### src/rtl/gen_scan_reader_pkg.sv
// gen_scan_reader_pkg
// Shared definitions for the Game-of-Life generation scanner:
//   ADDR_WIDTH  - width of board row/column addresses
//   COUNT_W     - width of the live-neighbour count (0..8)
//   K_W         - width of the 3x3 window read index (0..8)
//   scan_state_t- scanner FSM state encodings
//   life_rule   - next-generation value from self and neighbour count
package gen_scan_reader_pkg;

   localparam int ADDR_WIDTH = 8;
   localparam int COUNT_W    = 4;
   localparam int K_W        = 4;

   typedef enum logic [1:0] {
      IDLE  = 2'd0,
      READ  = 2'd1,
      DRAIN = 2'd2,
      EMIT  = 2'd3
   } scan_state_t;

   // Birth on exactly 3 neighbours, survival on 2 or 3.
   function automatic logic life_rule(input logic self_val, input logic [COUNT_W-1:0] cnt);
      return (cnt == COUNT_W'(3)) | (self_val & (cnt == COUNT_W'(2)));
   endfunction

endpackage

### src/rtl/gen_scan_reader_nbr_addr_gen.sv
// nbr_addr_gen
// Combinational toroidal neighbour address generator.
// Ports:
//   cen_r, cen_c  - centre cell row/column
//   k             - window index: 0 self, 1..8 neighbours NW,N,NE,W,E,SW,S,SE
//   nbr_r, nbr_c  - wrapped row/column of the addressed cell
module nbr_addr_gen
   import gen_scan_reader_pkg::*;
#(
   parameter int MAP_WIDTH  = 8,
   parameter int MAP_HEIGHT = 8
) (
   input  logic [ADDR_WIDTH-1:0] cen_r,
   input  logic [ADDR_WIDTH-1:0] cen_c,
   input  logic [K_W-1:0]        k,
   output logic [ADDR_WIDTH-1:0] nbr_r,
   output logic [ADDR_WIDTH-1:0] nbr_c
);

   localparam logic [ADDR_WIDTH-1:0] LAST_R = ADDR_WIDTH'(MAP_HEIGHT - 1);
   localparam logic [ADDR_WIDTH-1:0] LAST_C = ADDR_WIDTH'(MAP_WIDTH - 1);

   logic [ADDR_WIDTH-1:0] up_r, dn_r, lf_c, rt_c;

   // Wrap by comparison rather than modulo: centre is always in range.
   assign up_r = (cen_r == '0)     ? LAST_R : cen_r - ADDR_WIDTH'(1);
   assign dn_r = (cen_r == LAST_R) ? '0     : cen_r + ADDR_WIDTH'(1);
   assign lf_c = (cen_c == '0)     ? LAST_C : cen_c - ADDR_WIDTH'(1);
   assign rt_c = (cen_c == LAST_C) ? '0     : cen_c + ADDR_WIDTH'(1);

   always_comb begin
      nbr_r = cen_r;
      nbr_c = cen_c;
      case (k)
         4'd1: begin nbr_r = up_r; nbr_c = lf_c; end
         4'd2: begin nbr_r = up_r;               end
         4'd3: begin nbr_r = up_r; nbr_c = rt_c; end
         4'd4: begin               nbr_c = lf_c; end
         4'd5: begin               nbr_c = rt_c; end
         4'd6: begin nbr_r = dn_r; nbr_c = lf_c; end
         4'd7: begin nbr_r = dn_r;               end
         4'd8: begin nbr_r = dn_r; nbr_c = rt_c; end
         default: ;
      endcase
   end

endmodule

### src/rtl/gen_scan_reader.sv
// gen_scan_reader
// Scans the whole cell board once per start request, reading each cell's
// 3x3 toroidal window and emitting the next-generation value (11 cycles/cell).
// Ports:
//   clk, rst (sync, active-low)
//   start, mode      - step request; mode 1 = run, 0 = edit (aborts a scan)
//   rAddrR, rAddrC   - board read address (0 when not reading)
//   read_data        - board data, one cycle after its address
//   out_valid, oAddrR, oAddrC, out_data - computed cell result pulse
//   busy, done       - scan in progress / last cell emitted
module gen_scan_reader
   import gen_scan_reader_pkg::*;
#(
   parameter int MAP_WIDTH  = 8,
   parameter int MAP_HEIGHT = 8
) (
   input  logic                  clk,
   input  logic                  rst,
   input  logic                  start,
   input  logic                  mode,
   output logic [ADDR_WIDTH-1:0] rAddrR,
   output logic [ADDR_WIDTH-1:0] rAddrC,
   input  logic                  read_data,
   output logic                  out_valid,
   output logic [ADDR_WIDTH-1:0] oAddrR,
   output logic [ADDR_WIDTH-1:0] oAddrC,
   output logic                  out_data,
   output logic                  busy,
   output logic                  done
);

   localparam logic [ADDR_WIDTH-1:0] LAST_R = ADDR_WIDTH'(MAP_HEIGHT - 1);
   localparam logic [ADDR_WIDTH-1:0] LAST_C = ADDR_WIDTH'(MAP_WIDTH - 1);
   localparam logic [K_W-1:0]        K_LAST = K_W'(8);

   scan_state_t           state;
   logic [ADDR_WIDTH-1:0] cen_r, cen_c;
   logic [K_W-1:0]        k;
   logic [COUNT_W-1:0]    count;
   logic                  self_val;
   logic [ADDR_WIDTH-1:0] nbr_r, nbr_c;
   logic                  last_cell, emit;

   nbr_addr_gen #(
      .MAP_WIDTH  (MAP_WIDTH),
      .MAP_HEIGHT (MAP_HEIGHT)
   ) u_nbr (
      .cen_r (cen_r),
      .cen_c (cen_c),
      .k     (k),
      .nbr_r (nbr_r),
      .nbr_c (nbr_c)
   );

   assign last_cell = (cen_r == LAST_R) && (cen_c == LAST_C);

   always_ff @(posedge clk) begin
      if (!rst) begin
         state    <= IDLE;
         cen_r    <= '0;
         cen_c    <= '0;
         k        <= '0;
         count    <= '0;
         self_val <= 1'b0;
      end else if (state != IDLE && !mode) begin
         // Leaving run mode abandons the scan; the next start restarts at (0,0).
         state    <= IDLE;
         k        <= '0;
         count    <= '0;
         self_val <= 1'b0;
      end else begin
         case (state)
            IDLE: begin
               if (start && mode) begin
                  state    <= READ;
                  cen_r    <= '0;
                  cen_c    <= '0;
                  k        <= '0;
                  count    <= '0;
                  self_val <= 1'b0;
               end
            end
            READ: begin
               // read_data belongs to the address driven one cycle earlier (k-1).
               if (k == K_W'(1))
                  self_val <= read_data;
               else if (k >= K_W'(2))
                  count <= count + COUNT_W'(read_data);
               if (k == K_LAST)
                  state <= DRAIN;
               else
                  k <= k + K_W'(1);
            end
            DRAIN: begin
               count <= count + COUNT_W'(read_data);
               state <= EMIT;
            end
            EMIT: begin
               k        <= '0;
               count    <= '0;
               self_val <= 1'b0;
               if (last_cell) begin
                  state <= IDLE;
                  cen_r <= '0;
                  cen_c <= '0;
               end else begin
                  state <= READ;
                  if (cen_c == LAST_C) begin
                     cen_c <= '0;
                     cen_r <= cen_r + ADDR_WIDTH'(1);
                  end else begin
                     cen_c <= cen_c + ADDR_WIDTH'(1);
                  end
               end
            end
            default: state <= IDLE;
         endcase
      end
   end

   // A cycle with mode low is being aborted, so its result is suppressed.
   assign emit      = (state == EMIT) && mode;
   assign busy      = (state != IDLE);
   assign rAddrR    = (state == READ) ? nbr_r : '0;
   assign rAddrC    = (state == READ) ? nbr_c : '0;
   assign out_valid = emit;
   assign oAddrR    = emit ? cen_r : '0;
   assign oAddrC    = emit ? cen_c : '0;
   assign out_data  = emit & life_rule(self_val, count);
   assign done      = emit & last_cell;

endmodule

### config.mk
export PLATFORM = sky130hd
export DESIGN_NAME = gen_scan_reader
export DESIGN_NICKNAME = d
export VERILOG_FILES = /design/src/rtl/gen_scan_reader_pkg.sv /design/src/rtl/gen_scan_reader_nbr_addr_gen.sv /design/src/rtl/gen_scan_reader.sv
export SDC_FILE = /design/constraint.sdc
export NUM_CORES = 1
export LEC_CHECK = 0
export BUFFER_PORTS_ARGS = -buffer_cell sky130_fd_sc_hd__buf_2
export CAP_MARGIN = 20
export CORE_MARGIN = 2
export CORE_UTILIZATION = 30
export CTS_BUF_LIST = sky130_fd_sc_hd__clkbuf_2 sky130_fd_sc_hd__clkbuf_4 sky130_fd_sc_hd__clkbuf_8
export CTS_CLUSTER_DIAMETER = 50
export DETAILED_ROUTE_END_ITERATION = 12
export PLACE_DENSITY_LB_ADDON = 0.1
export RECOVER_POWER = 50
export SYNTH_ARGS = -nofsm -noshare
export SYNTH_HDL_FRONTEND = slang
export SYNTH_SLANG_ARGS = --single-unit
### constraint.sdc
create_clock -name clk -period 2.35 [get_ports clk]
set_input_delay 0.1175 -clock clk [delete_from_list [all_inputs] [get_ports clk]]
set_output_delay 0.1175 -clock clk [all_outputs]
set_load 0.02 [all_outputs]
# Yosys cells after proc, flatten, opt, wreduce, memory -nomap -nowiden
# Index checks and enable logic that the tools add are counted.
[totals]
ff_bits = 27
[op_classes]
addsub = 6
magnitude_cmp = 1
eq_ne = 22
muxes = 29
n_bitwise = 6
n_reduce_logical = 22
[ops]
columns = ["op", "n"]
rows = [
  ["$mux W8", 12],
  ["$pmux W8 S2", 4],
  ["$add A8 B1 Y8 const B", 2],
  ["$eq A4 B2 Y1 const B", 4],
  ["$eq A4 B3 Y1 const B", 4],
  ["$eq A8 B3 Y1 const B", 2],
  ["$logic_not A8 Y1", 2],
  ["$mux W4", 4],
  ["$pmux W4 S4", 1],
  ["$sub A8 B1 Y8 const B", 2],
  ["$ne A2 B2 Y1 const B", 6],
  ["$pmux W4 S3", 1],
  ["$reduce_and A3 Y1", 4],
  ["$reduce_or A3 Y1", 4],
  ["$pmux W2 S4", 1],
  ["$add A4 B1 Y4", 1],
  ["$add A4 B1 Y4 const B", 1],
  ["$eq A2 B2 Y1 const B", 2],
  ["$eq A4 B1 Y1 const B", 1],
  ["$eq A4 B4 Y1 const B", 1],
  ["$ge A4 B2 Y1 const B", 1],
  ["$logic_and A1 B1 Y1", 4],
  ["$mux W2", 2],
  ["$reduce_and A4 Y1", 1],
  ["other kinds (13)", 19],
]

# Longest topological paths before layout
[logic_depth]
ltp_word = 4
depth_mapped = 8
ltp_nobuf = 7

# By module
# From an unflattened synthesis, not the netlist that was laid out.
[unflattened]
cells_unflattened = 381
area_unflattened_um2 = 2800.2
[modules_own_cells]
columns = ["mod", "n_inst", "cells_per_inst", "area_per_inst_um2", "seq_area_each_um2"]
rows = [
  ["gen_scan_reader", 1, 237, 1910.6, 540.5],
  ["nbr_addr_gen", 1, 144, 889.6, 0.0],
]

# Least setup slack after synthesis
# No wires, ideal clock.
[synth_timing]
path_kind = "reg2out"
from = "register cen_r[6]"
to = "output port rAddrR[0]"
arrival_ns = 2.202
required_time_ns = 2.233
setup_slack_ns = 0.030
path_stages_with_launch = 7
path_cell_list = "dfxtp_1 buf_6 or4_4 or4b_4 o21ai_2 nor2_1 a311oi_1"
[synth_via]
elab_chain_cells = 4
word_cells_on_any_way = 6
cone_classes = "1 x eq/ne; 4 x mux; 1 x reduce/logical"
[synth_rtl]
columns = ["element", "line", "rtl"]
rows = [
  ["start, declared", "gen_scan_reader.sv:37", "logic [ADDR_WIDTH-1:0] cen_r, cen_c;"],
  ["start signal, assigned", "gen_scan_reader.sv:110", "cen_r <= cen_r + ADDR_WIDTH'(1);"],
  ["$eq A8 B3 Y1 / $logic_not A8 Y1 (equally long branches)", "gen_scan_reader_nbr_addr_gen.sv:27, gen_scan_reader_nbr_addr_gen.sv:26", ""],
  ["$mux W8 (on tied branches)", "gen_scan_reader_nbr_addr_gen.sv:27, gen_scan_reader_nbr_addr_gen.sv:26", ""],
  ["$pmux W8 S2 *", "gen_scan_reader_nbr_addr_gen.sv:34", "case (k)"],
  ["$mux W8 *", "gen_scan_reader.sv:124", "assign rAddrR = (state == READ) ? nbr_r : '0;"],
  ["end, declared", "gen_scan_reader.sv:21", "output logic [ADDR_WIDTH-1:0] rAddrR,"],
]
# Every way passes the cells marked *; elsewhere a longest branch is shown, timed or not.

# Worst setup path in the final report
[layout_timing]
from = "register cen_r[5]"
to = "output port rAddrR[7]"
[layout_via]
elab_chain_cells = 4
word_cells_on_any_way = 8
cone_classes = "2 x add/sub; 1 x eq/ne; 4 x mux; 1 x reduce/logical"
[layout_rtl]
columns = ["element", "line", "rtl"]
rows = [
  ["$add A8 B1 Y8 (tied with other cells)", "gen_scan_reader_nbr_addr_gen.sv:27", "assign dn_r = (cen_r == LAST_R) ? '0 : cen_r + ADDR_WIDTH'(1);"],
  ["$mux W8 (on tied branches)", "gen_scan_reader_nbr_addr_gen.sv:27, gen_scan_reader_nbr_addr_gen.sv:26", ""],
  ["$pmux W8 S2 *", "gen_scan_reader_nbr_addr_gen.sv:34", ""],
  ["$mux W8 *", "gen_scan_reader.sv:124", ""],
]
# Marked as above.

==> reports/metrics.yaml <==
synthTopCellsByArea: "sky130_fd_sc_hd__dfxtp_1 21%, sky130_fd_sc_hd__ha_1 7.2%, sky130_fd_sc_hd__nor2_1 5.6%"
route.detailed.wl_per_inst_um: 16.3
p_switching_w: 0.000591
status: "complete, but fails checks"
synth_compound_gate_area_share_pct: 26.0
pre_cts_ws_ns: 0.155
vdd_ir_drop_max_mv: 0.312
grt_pass1_wl_mm: 13.9
timing.final.crit_period_ns: 2.39
power.share.sequential_pct: 34.4
worst_pin_slew_ns: 0.804
syn_inst: 358
data_required_time_of_the_worst_path_ns: 2.23
syn-num-nets: 378
area.sequential_um2: 547
pwr-share-comb_pct: 45.9
clk_pin_slew_worst_paths_ns: 0.10
footprint_of_the_multi_input_gates_um2: 1950
cts-hold-fix-buffers: 0
xor_xnor_cell_area_share_of_the_yosys_netlist_pct: 2.36
place.detailed.instances: 510
detail_route.first_pass.iterations: 4
setup.worst_path.start_class: "flip-flop"
postSynthRegisterBits: 27
die_w_um: 97.1
final_core_utilization_pct: 38.2
post-route-worst-setup-slack_ns: -0.0440
yosysSeqAreaShare_pct: 20.8
finish.instance_area_um2: 3170
timing.hold.worst_path_depth: 3
core-area_um2: 8300
gp_congestion: 0.843
layoutNonFillerInstCount: 516
post_synth.cell_area_avg_um2: 7.26
detailroute.via_count: 2809
htree_levels: 1
yosysTopAreaCell: "sky130_fd_sc_hd__dfxtp_1"
numPortBuffers: 40
drive_above_1_share_pct: 21.4
asyncSetResetFlopFracSynth_pct: 0
viasPerCell: 5.44
cp_data_arrival_time_ns: 2.28
swShare_pct: 41.3
power.share.clock_pct: 19.7
yosysMostFrequentCell: "sky130_fd_sc_hd__nor2_1"
synth.distinct_cells: 62
synth_enable_flop_cells: 0
yosys_warnings: 0
finalSetupViolCount: 5
synth_largest_type_area_fraction_pct: 20.8
numClockSinks: 27
holdCritPathClass: "in -> reg"
synth.top_cells.by_count: "39 x sky130_fd_sc_hd__nor2_1, 27 x sky130_fd_sc_hd__dfxtp_1, 23 x sky130_fd_sc_hd__nand3_1"
drtIter0Drc: 126
worst_clock_skew_ns: 0.00240
boundaryPins: 41
timing.final.max_slew_violations: 0
drc: 0
critical_path_class: "reg -> out"
grt_max_degree: 20
post_synth_and_or_nand_nor_area_fraction_pct: 31.6
cts_inserted_buffers: 3
synth_mux_area_share_pct: 4.34
placementRows: 33
placed_instance_area_um2: 3030
grt_antenna_before_repair: 0
violated_checks: "negative setup slack"
first_global_vias: 2730
finalHoldViolations: 0
antennaDiodeCount: 0
design.die.area_um2: 9420
combinational_family_with_the_most_area_after_synthesis: "simple AND/OR/NAND/NOR gates"
max_slew_margin_pct: 46.4
clock_path_buffers: 2
cts_tree: "done"
p_leak_nw: 1.28
synth_area_um2: 2600
adder_cell_fraction_of_synth_area_pct: 7.23
clock_tree.root_cell: "sky130_fd_sc_hd__clkbuf_8"
filler_cell_count: 897
hold_slack_ns: 0.0802
endpoint_kind: "output port"
ant_nets: 0
initial_utilization_pct: 31.3
rsz_0062_raised_after_global_routing: "yes"
max_freq_mhz: 418
insertion_delay_ns: 0.28
die_h_um: 97.1
maxcap_viol_count: 0
area_delta_synth_final_pct: 22.0
worst-r2r-cell-count: 6
synth_flop_cell: "sky130_fd_sc_hd__dfxtp_1"
power_density_nw_per_um2: 451
global_route.overflow_total: 0
post-dp-hpwl_mm: 6.26
finalCritPeriodShare_pct: 102
power_report.internal_total_w: 0.000839
grtUsageTotal_pct: 17.6
critical_path.max_fanout: 8
detail_route.wirelength_mm: 8.41
num-nets-final: 432
power by group through the flow:
stage | clock network [W] | registers [W] | logic, W
5_1_grt | 0.000313 | 0.000496 | 0.000724
2_1_floorplan | 0 | 0.000500 | 0.000412
3_3_place_gp | 0 | 0.000503 | 0.000636
6_report | 0.000281 | 0.000493 | 0.000656
3_5_place_dp | 0 | 0.000504 | 0.000634
4_1_cts | 0.000296 | 0.000494 | 0.000647
logic make-up (layout without fill, tap and decap cells):
kind of cell | after synthesis | count (layout)
adder cells (fa/ha/maj) | 15 | 15
flip-flops | 27 | 27
AND/OR/NAND/NOR | 157 | 157
XOR/XNOR | 7 | 7
multiplexers | 11 | 11
buffers and inverters | 43 | 96
AO/OA/AOI/OAI | 98 | 98
final timing paths:
check	slack (ns)	to	from
worst max-delay path	-0.04	rAddrR[7]	cen_r[5]$_SDFFE_PN0P_
worst min-delay path	0.08	self_val$_SDFFE_PP0P_	read_data
worst max register to register	0.29	cen_c[2]$_SDFFE_PN0P_	state[0]$_SDFFE_PP0P_
worst min register to register	0.49	count[0]$_SDFFE_PP0P_	count[0]$_SDFFE_PP0P_
area by class of cell:
| type | count | area share (%) |
|---|---|---|
| Multi-Input combinational cell | 288 | 61.7 |
| Inverter | 20 | 2.37 |
| Clock buffer | 3 | 1.30 |
| Sequential cell | 27 | 17.3 |
| Tap cell | 105 | 4.15 |
| Clock inverter | 1 | 0.158 |
| Timing Repair Buffer | 72 | 13.1 |
metrics by stage:
stage | total power (W) | TNS (ns)
finish | 0.00143 | -0.140
floorplan | 0.000912 | 0
global placement | 0.00114 | 0
CTS | 0.00144 | -0.115
global route | 0.00153 | -0.755
detailed placement | 0.00114 | 0
cell usage in the layout (no fill, tap or decap), types with 5 or more instances in the layout:
master                      n
sky130_fd_sc_hd__buf_2     22
sky130_fd_sc_hd__dfxtp_1   24
sky130_fd_sc_hd__inv_1     20
sky130_fd_sc_hd__nor2b_1    7
sky130_fd_sc_hd__nor2_1    38
sky130_fd_sc_hd__and3_1    13
sky130_fd_sc_hd__nand2b_1   5
sky130_fd_sc_hd__nand2_1   20
sky130_fd_sc_hd__a21oi_1   21
sky130_fd_sc_hd__o22ai_1    7
sky130_fd_sc_hd__nor3_1    15
sky130_fd_sc_hd__o21ai_0   13
sky130_fd_sc_hd__a21o_1     6
sky130_fd_sc_hd__nand4_1    5
sky130_fd_sc_hd__buf_4     31
sky130_fd_sc_hd__ha_1      11
sky130_fd_sc_hd__nand3_1   23
sky130_fd_sc_hd__clkbuf_1  19
sky130_fd_sc_hd__a21boi_0   6
sky130_fd_sc_hd__mux2i_1    7
metal layers:
layer | global-route usage (%) | vias up | part of all wire, %
met2 | 29.6 | 62 | 47
met3 | 1.65 | 11 | 3.4
li1 | - | 1416 | -
met1 | 24.1 | 1320 | 49
met5 | 0 | - | 0
met4 | 4.55 | 0 | 1.4
worst max-delay path, cell delays in order, from the launching register on:
cell and delay (ns):
sky130_fd_sc_hd__dfxtp_1 0.33, sky130_fd_sc_hd__or4_4 0.54, sky130_fd_sc_hd__or3_1 0.47, sky130_fd_sc_hd__nand2_1 0.23
sky130_fd_sc_hd__o2bb2ai_1 0.09, sky130_fd_sc_hd__o21a_1 0.18, sky130_fd_sc_hd__buf_2 0.15
what timing repair did:
action                                  CTS  global route
buffers inserted                          1             1
endpoints found under the setup margin   15            14
pin swaps                                 3             0
resized for setup                        11            16
sequential cells by signal, summed over array words and instances, names as in the netlist:
signal / count
self_val: 1
state: 2
cen_r: 8
k: 4
count: 4
cen_c: 8
(Power assumes the default switching activity.)
